<file path="src/rtl/sb_pkt_xform.sv">
// Packet stream transform: per-byte add/XOR/subtract/pass with a constant K,
// latched per packet, feeding a 2-entry skid buffer with registered in_ready.
module sb_pkt_xform #(
    parameter int         DW         = 256,
    parameter int         CW         = 32,
    parameter logic [1:0] DEFAULT_OP = 2'd0
) (
    input  logic          clk,
    input  logic          rst,
    input  logic [DW-1:0] in_data,
    input  logic          in_last,
    input  logic          in_valid,
    output logic          in_ready,
    output logic [DW-1:0] out_data,
    output logic          out_last,
    output logic          out_valid,
    input  logic          out_ready,
    input  logic [1:0]    cfg_op,
    input  logic [7:0]    cfg_k,
    output logic [CW-1:0] pkt_count,
    output logic [CW-1:0] beat_count,
    output logic          busy
);

    typedef enum logic {
        ST_SOP = 1'b0,
        ST_MID = 1'b1
    } state_t;

    state_t        state_q;
    logic [1:0]    op_q;
    logic [7:0]    k_q;
    logic          in_ready_q;
    logic [DW-1:0] main_q, main_d;
    logic          main_last_q, main_last_d;
    logic          main_valid_q, main_valid_d;
    logic [DW-1:0] skid_q, skid_d;
    logic          skid_last_q, skid_last_d;
    logic          skid_valid_q, skid_valid_d;
    logic [CW-1:0] pkt_count_q;
    logic [CW-1:0] beat_count_q;

    logic          in_fire;
    logic          out_fire;
    logic [1:0]    op_sel;
    logic [7:0]    k_sel;
    logic [DW-1:0] xdata;

    function automatic logic [DW-1:0] xform(input logic [DW-1:0] d,
                                            input logic [1:0]    op,
                                            input logic [7:0]    k);
        logic [DW-1:0] r;
        r = d;
        for (int i = 0; i < DW / 8; i++) begin
            case (op)
                2'd0:    r[i*8 +: 8] = d[i*8 +: 8] + k;
                2'd1:    r[i*8 +: 8] = d[i*8 +: 8] ^ k;
                2'd2:    r[i*8 +: 8] = d[i*8 +: 8] - k;
                default: r[i*8 +: 8] = d[i*8 +: 8];
            endcase
        end
        return r;
    endfunction

    // The first beat of a packet uses the live config; later beats use the latched copy.
    always_comb begin
        op_sel   = (state_q == ST_SOP) ? cfg_op : op_q;
        k_sel    = (state_q == ST_SOP) ? cfg_k  : k_q;
        xdata    = xform(in_data, op_sel, k_sel);
        in_fire  = in_valid && in_ready_q;
        out_fire = main_valid_q && out_ready;
    end

    always_comb begin
        main_d       = main_q;
        main_last_d  = main_last_q;
        main_valid_d = main_valid_q;
        skid_d       = skid_q;
        skid_last_d  = skid_last_q;
        skid_valid_d = skid_valid_q;
        if (!main_valid_q || out_ready) begin
            if (skid_valid_q) begin
                main_d       = skid_q;
                main_last_d  = skid_last_q;
                main_valid_d = 1'b1;
                skid_valid_d = 1'b0;
            end else begin
                main_valid_d = in_fire;
                if (in_fire) begin
                    main_d      = xdata;
                    main_last_d = in_last;
                end
            end
        end else if (in_fire) begin
            skid_d       = xdata;
            skid_last_d  = in_last;
            skid_valid_d = 1'b1;
        end
    end

    always_ff @(posedge clk or posedge rst) begin
        if (rst) begin
            state_q      <= ST_SOP;
            op_q         <= DEFAULT_OP;
            k_q          <= 8'd0;
            in_ready_q   <= 1'b0;
            main_q       <= '0;
            main_last_q  <= 1'b0;
            main_valid_q <= 1'b0;
            skid_last_q  <= 1'b0;
            skid_valid_q <= 1'b0;
            pkt_count_q  <= '0;
            beat_count_q <= '0;
        end else begin
            in_ready_q   <= !skid_valid_d;
            main_q       <= main_d;
            main_last_q  <= main_last_d;
            main_valid_q <= main_valid_d;
            skid_last_q  <= skid_last_d;
            skid_valid_q <= skid_valid_d;
            if (in_fire) begin
                if (state_q == ST_SOP) begin
                    op_q <= cfg_op;
                    k_q  <= cfg_k;
                end
                state_q <= in_last ? ST_SOP : ST_MID;
            end
            if (out_fire) begin
                beat_count_q <= beat_count_q + CW'(1);
                if (main_last_q) begin
                    pkt_count_q <= pkt_count_q + CW'(1);
                end
            end
        end
    end

    // Skid payload is only meaningful while skid_valid_q is set, so it needs no reset.
    always_ff @(posedge clk) begin
        skid_q <= skid_d;
    end

    assign in_ready   = in_ready_q;
    assign out_data   = main_q;
    assign out_last   = main_last_q;
    assign out_valid  = main_valid_q;
    assign pkt_count  = pkt_count_q;
    assign beat_count = beat_count_q;
    assign busy       = (state_q == ST_MID);

endmodule

</file>
<file path="config.mk">
export PLATFORM = sky130hd
export DESIGN_NAME = sb_pkt_xform
export DESIGN_NICKNAME = d
export VERILOG_FILES = /design/src/rtl/sb_pkt_xform.sv
export SDC_FILE = /design/constraint.sdc
export NUM_CORES = 2
export LEC_CHECK = 0
export ABC_AREA = 1
export CORE_MARGIN = 8
export CORE_UTILIZATION = 30
export CTS_CLUSTER_SIZE = 28
export DETAILED_ROUTE_END_ITERATION = 10
export HOLD_SLACK_MARGIN = 0.12
export PLACE_DENSITY = 0.52
export SLEW_MARGIN = 30
export SYNTH_ARGS = -nofsm -noshare
export SYNTH_HDL_FRONTEND = slang
export SYNTH_SLANG_ARGS = --single-unit
</file>
<file path="constraint.sdc">
create_clock -name clk -period 29.2 [get_ports clk]
set_input_delay 5.84 -clock clk [delete_from_list [all_inputs] [get_ports clk]]
set_output_delay 5.84 -clock clk [all_outputs]
set_load 0.005 [all_outputs]
</file>
After elaboration in Yosys (flattened, before gate mapping)
Index checks and enable logic that the tools add are counted.

storage, ports and cells
  register bits after elaboration = 592
  bits of input ports = 271
  output and inout port bits = 324

cells by class
  $add $sub $neg = 66
  equality and inequality tests = 2
  muxes and demuxes = 42
  bitwise gates (word level) = 33
  reduce and logical (&&, ||, !) cells = 10

operators by type and width
  operator               number
  $pmux 8 s3             32
  $mux 256               2
  $add 8x8->8            32
  $sub 8x8->8            32
  $xor 8x8->8            32
  $add 32x1->32 const B  2
  $mux 8                 1
  $mux 1                 6
  $reduce_and 2->1       3
  $eq 2x1->1 const B     1
  $eq 2x2->1 const B     1
  $logic_and 1x1->1      2
  $logic_not 1->1        2
  $logic_not 2->1        1
  $mux 2                 1
  $reduce_bool 2->1      1
  $logic_or 1x1->1       1
  $not 1->1              1

Longest topological paths before layout
  depth in word-level cells = 5
  depth in mapped cells = 26

Worst setup path before layout
OpenSTA, ideal clock, no wires.

  path kind = input-to-reg
  from = input out_ready
  to = register skid_last_q
  arrival time = 18.143 ns
  path slack = 10.935 ns
  cell stages on the path = 4
  buffers on the path = 0
  path through = nor2_1 inv_1 nor2_1 mux2_2

on the way
  longest elaborated chain between the ends = 3

ends and longest elaborated chain
  item                               line  text
  from (decl)                        17    input logic out_ready,
  $logic_or 1x1->1                   81    if (!main_valid_q || out_ready) begin
  $not 1->1 (no source line)         -
  $reduce_and 2->1 (no source line)  -
  to (signal assigned)               119   skid_last_q <= skid_last_d;
  to (decl)                          38    logic skid_last_q, skid_last_d;

No other way between the ends.
A chain may end at the register's enable or synchronous reset.

Final worst setup path
  from = input cfg_k[1]
  to = register main_q[102], in the netlist out_data[102]

on the way
  longest elaborated chain between the ends = 5

ends and longest elaborated chain
  item                                        line    text
  from (decl)                                 19      input logic [7:0] cfg_k,
  $mux 8 (*)                                  -
  $sub 8x8->8 or $add 8x8->8 (tied branches)  58, 56
  $pmux 8 s3 (*)                              55      case (op)
  $mux 256 (*)                                89      if (in_fire) begin
  $mux 256 (*)                                82      if (skid_valid_q) begin
  to (signal assigned)                        116     main_q <= main_d;
  to (decl)                                   34      logic [DW-1:0] main_q, main_d;

Every way passes the cells marked *; elsewhere a longest branch is shown, timed or not. The select of a mux whose other input is x is not followed.

==> flow_summary_export.csv <==
group,metric,value,unit
layout,fin_cells,7824,
grt,overflow,0,
hold_path,hold_end,"beat_count[31]",
yosys,async_flop_share,0.568,
power,leakage,0.0235,µW
route,avgRoutedWirePerCell,23.0,µm
grt,grt_max_degree,159,
grt,grt_usage,0.238,
layout,layout_commonest_cell,"nand2_1",
route,postRouteAntennaNets,0,
yosys,syn_area,0.0395,mm²
layout,drive_gt1_frac,0.0486,
clock_tree,tritoncts.num_buffers,78,
clock_tree,max-clock-path-buffers,3,
setup_path,r2r-start,"busy",
yosys,avgSynthCellArea,7.16,µm²
placed_design,place_area,0.0470,mm²
clock_tree,h-tree-depth,3,
timing,drv_slew,0,
route,firstDrtPassIters,8,
timing,max_freq,0.102,GHz
power,switching_share,0.427,
route,routed_wl,180000,µm
layout,final_cell_mix,"nand2_1, nand3_1, clkdlybuf4s50_1, inv_1, nor2_1",
clock_tree,cts_setup_buffers,0,
setup_path,crit_arrival,10410,ps
power,switchingPower,1880,µW
timing,tightest_slew,1010,ps
setup_path,crit_type,"input port to flop",
route,drt_iter0_markers,3909,
timing,min_period,9840,ps
setup_path,path_cells,"clkdlybuf4s50_1 -> inv_1 -> nand2_1 -> nand2_2 -> buf_4 -> ha_1 -> inv_1 -> nand2_1 -> o21ai_4 -> buf_4 -> inv_1 -> fa_1 -> inv_1 -> nand3_1 -> nand3_1 -> nand3_1 -> nand3_1 -> nand3_1 -> nand3_1 -> nand3_1 -> nand2_1 -> nand2_1",
clock_tree,cts.reportedPaths.clkPinSlew,60,ps
floorplan,start_util,0.302,
hold_path,min_from,"beat_count[31]",
setup_path,cp_top_family,"buffers and inverters",
floorplan,core_area,0.131,mm²
placed_design,dp_worst_setup_slack,18700,ps
hold_path,holdCritPathClass,"flop to flop",
timing,fin_skew,21.8,ps
setup_path,cp-start-kind,"input port",
power,ir_drop,0.0484,mV
timing,relSlewSlack,0.324,
power,clkPwrFrac,0.236,
power,power_frac_seq,0.289,
yosys,ys.warnings.count,0,
floorplan,die_area,0.144,mm²
timing,fin_tns_setup,0,ps
power,p_int,2530,µW
yosys,synth_seq_cells,592,
setup_path,cp_max_fo,58,
route,route.detailed.drc,0,
run,cap_viol_max_count,0,
layout,fin_nets,6337,
placed_design,dp.cells,7641,
timing,setup_viol,0,
setup_path,critical_path.slowest_cell,"buf_4",
setup_path,end_kind,"flop",
yosys,syn_nets,5890,
placed_design,hpwl,129000,µm
power,powerDensity,88.6,mW/mm²
power,power_frac_comb,0.475,
setup_path,ff2ff_path_depth,22,
yosys,ys_seq_area_frac,0.407,
floorplan,die_w,379,µm
timing,fin_ws,19360,ps
floorplan,dieHeight,379,µm
grt,antenna_found_initial,72,
route,viasPerCell,5.03,
timing,rsz0062_at_grt,"no",
layout,fill_cells,13700,
layout,area_delta_synth_final,26.0,%
clock_tree,clock_sinks,592,
hold_path,min_path_cells,1,
clock_tree,cts_resized,0,
clock_tree,root_buffer,"clkbuf_16",
clock_tree,ctsHoldBuffers,0,
yosys,syn_inst,5520,
timing,post-route-period-util,0.337,
floorplan,rows,133,
setup_path,critPathRequiredTime,29760,ps
status,status,"finished, final reports clean",
grt,grt_pass1_vias,35400,
yosys,synth_edf_count,256,
clock_tree,tritoncts,"yes",
route,route.vias.total,39300,
yosys,ys_types,55,
yosys,synth_flop_cell,"dfrtp_1",
setup_path,path_buf_inv,7,
setup_path,path_common_cell,"nand3_1",
placed_design,place.gp.congestion,0.899,
layout,final_area,0.0498,mm²
setup_path,cpPeakStageDelay,670,ps
setup_path,r2r-end,"out_data[102]",
grt,grt_first_pass_wirelength,255000,µm
clock_tree,clk_latency,690,ps
placed_design,numPortBuffers,594,
setup_path,r2r_slack,24110,ps
timing,hold_viol,0,
floorplan,ioPinCount,595,
## metrics by stage
| stage | hold slack (ps) | power (µW) | util |
|---|---|---|---|
| after CTS | 475 | 4440 | 0.379 |
| final | 470 | 4410 | 0.380 |
| after global routing | 493 | 4700 | 0.380 |
| after global placement | 461 | 3360 | 0.358 |
| after floorplan | 445 | 2380 | - |
| after detailed placement | 463 | 3380 | 0.358 |
## layer usage
metal,global-route usage,wire length [µm]
met1,0.337,81900
met2,0.346,75300
met3,0.0742,17600
met4,0.0693,4790
met5,0,276
## power by group through the flow
stage	Combinational, µW	Clock (µW)	Sequential, µW
after floorplan	1110	0	1270
after global placement	2070	0	1290
after detailed placement	2080	0	1290
after CTS	2090	1070	1280
after global routing	2300	1090	1300
final	2090	1040	1280
## state kept, by name, indices dropped and copies added, names as in the netlist
signal,flops
out_last,1
busy,1
k_q,8
skid_valid_q,1
in_ready,1
skid_last_q,1
beat_count,32
skid_q,256
op_q,2
out_valid,1
pkt_count,32
out_data,256
## Yosys cell counts, types with 9 or more instances
master / number / area [µm²]
o221ai_1: 32 / 280
a21boi_0: 9 / 67.6
inv_1: 549 / 2060
o22ai_1: 9 / 56.3
nand2_4: 17 / 191
nand2_1: 1700 / 6380
fa_1: 32 / 641
o22ai_2: 15 / 188
xor2_1: 104 / 911
buf_2: 45 / 225
a21o_1: 23 / 173
o21ai_1: 72 / 360
nor3_1: 10 / 50.1
ha_1: 67 / 838
nand3b_1: 67 / 503
a21oi_1: 224 / 1120
buf_4: 11 / 82.6
nand2_2: 26 / 163
xnor2_1: 22 / 193
dfrtp_1: 336 / 8410
o21ai_0: 351 / 1760
nand4_1: 44 / 275
nand3_1: 695 / 3480
edfxtp_1: 256 / 7690
nor4_1: 9 / 56.3
buf_1: 26 / 97.6
clkbuf_1: 182 / 683
buf_6: 9 / 101
nor2_1: 519 / 1950
## how the worst max path moves through the flow
| stage | cells past startpoint | endpoint | start |
|---|---|---|---|
| after CTS | 22 | out_data[102] | cfg_k[1] |
| final | 22 | out_data[102] | cfg_k[1] |
| after detailed placement | 22 | out_data[102] | cfg_k[1] |
| after global placement | 22 | out_data[102] | cfg_k[1] |
| after global routing | 22 | out_data[102] | cfg_k[1] |
| after floorplan | 4 | skid_last_q | out_ready |
## logic make-up (layout without fill, tap and decap cells)
logic type | Yosys count | in the layout | synth area share
AOI/OAI and AO/OA | 750 | 750 | 0.104
xor gates and xnor gates | 126 | 126 | 0.0279
adders and majority gates | 99 | 99 | 0.0374
buffers and inverters | 834 | 1347 | 0.0849
DFF | 592 | 592 | 0.407
muxes | 5 | 5 | 0.00130
other | 0 | 36 | 0
and+or+nand+nor | 3114 | 3114 | 0.337
## worst reg2reg max path: cells and delay by family, from the launching register on
family	cells	cell delay, ps
AOI/OAI and AO/OA	1	60
adders and majority gates	2	900
buffers and inverters	7	2350
DFF	1	350
and+or+nand+nor	12	1310
## layout make-up
cell class | instances | area (µm²) | share of cell area
antenna | 36 | 90.1 | 0.00181
tap | 1755 | 2200 | 0.0441
inverter | 557 | 2120 | 0.0425
clock buffer | 111 | 2300 | 0.0462
timing repair buffer | 644 | 6390 | 0.128
clock inverter | 35 | 425 | 0.00854
multi-input combinational | 4094 | 20200 | 0.406
sequential | 592 | 16100 | 0.323
No activity file was read; power rests on OpenSTA's default activity.
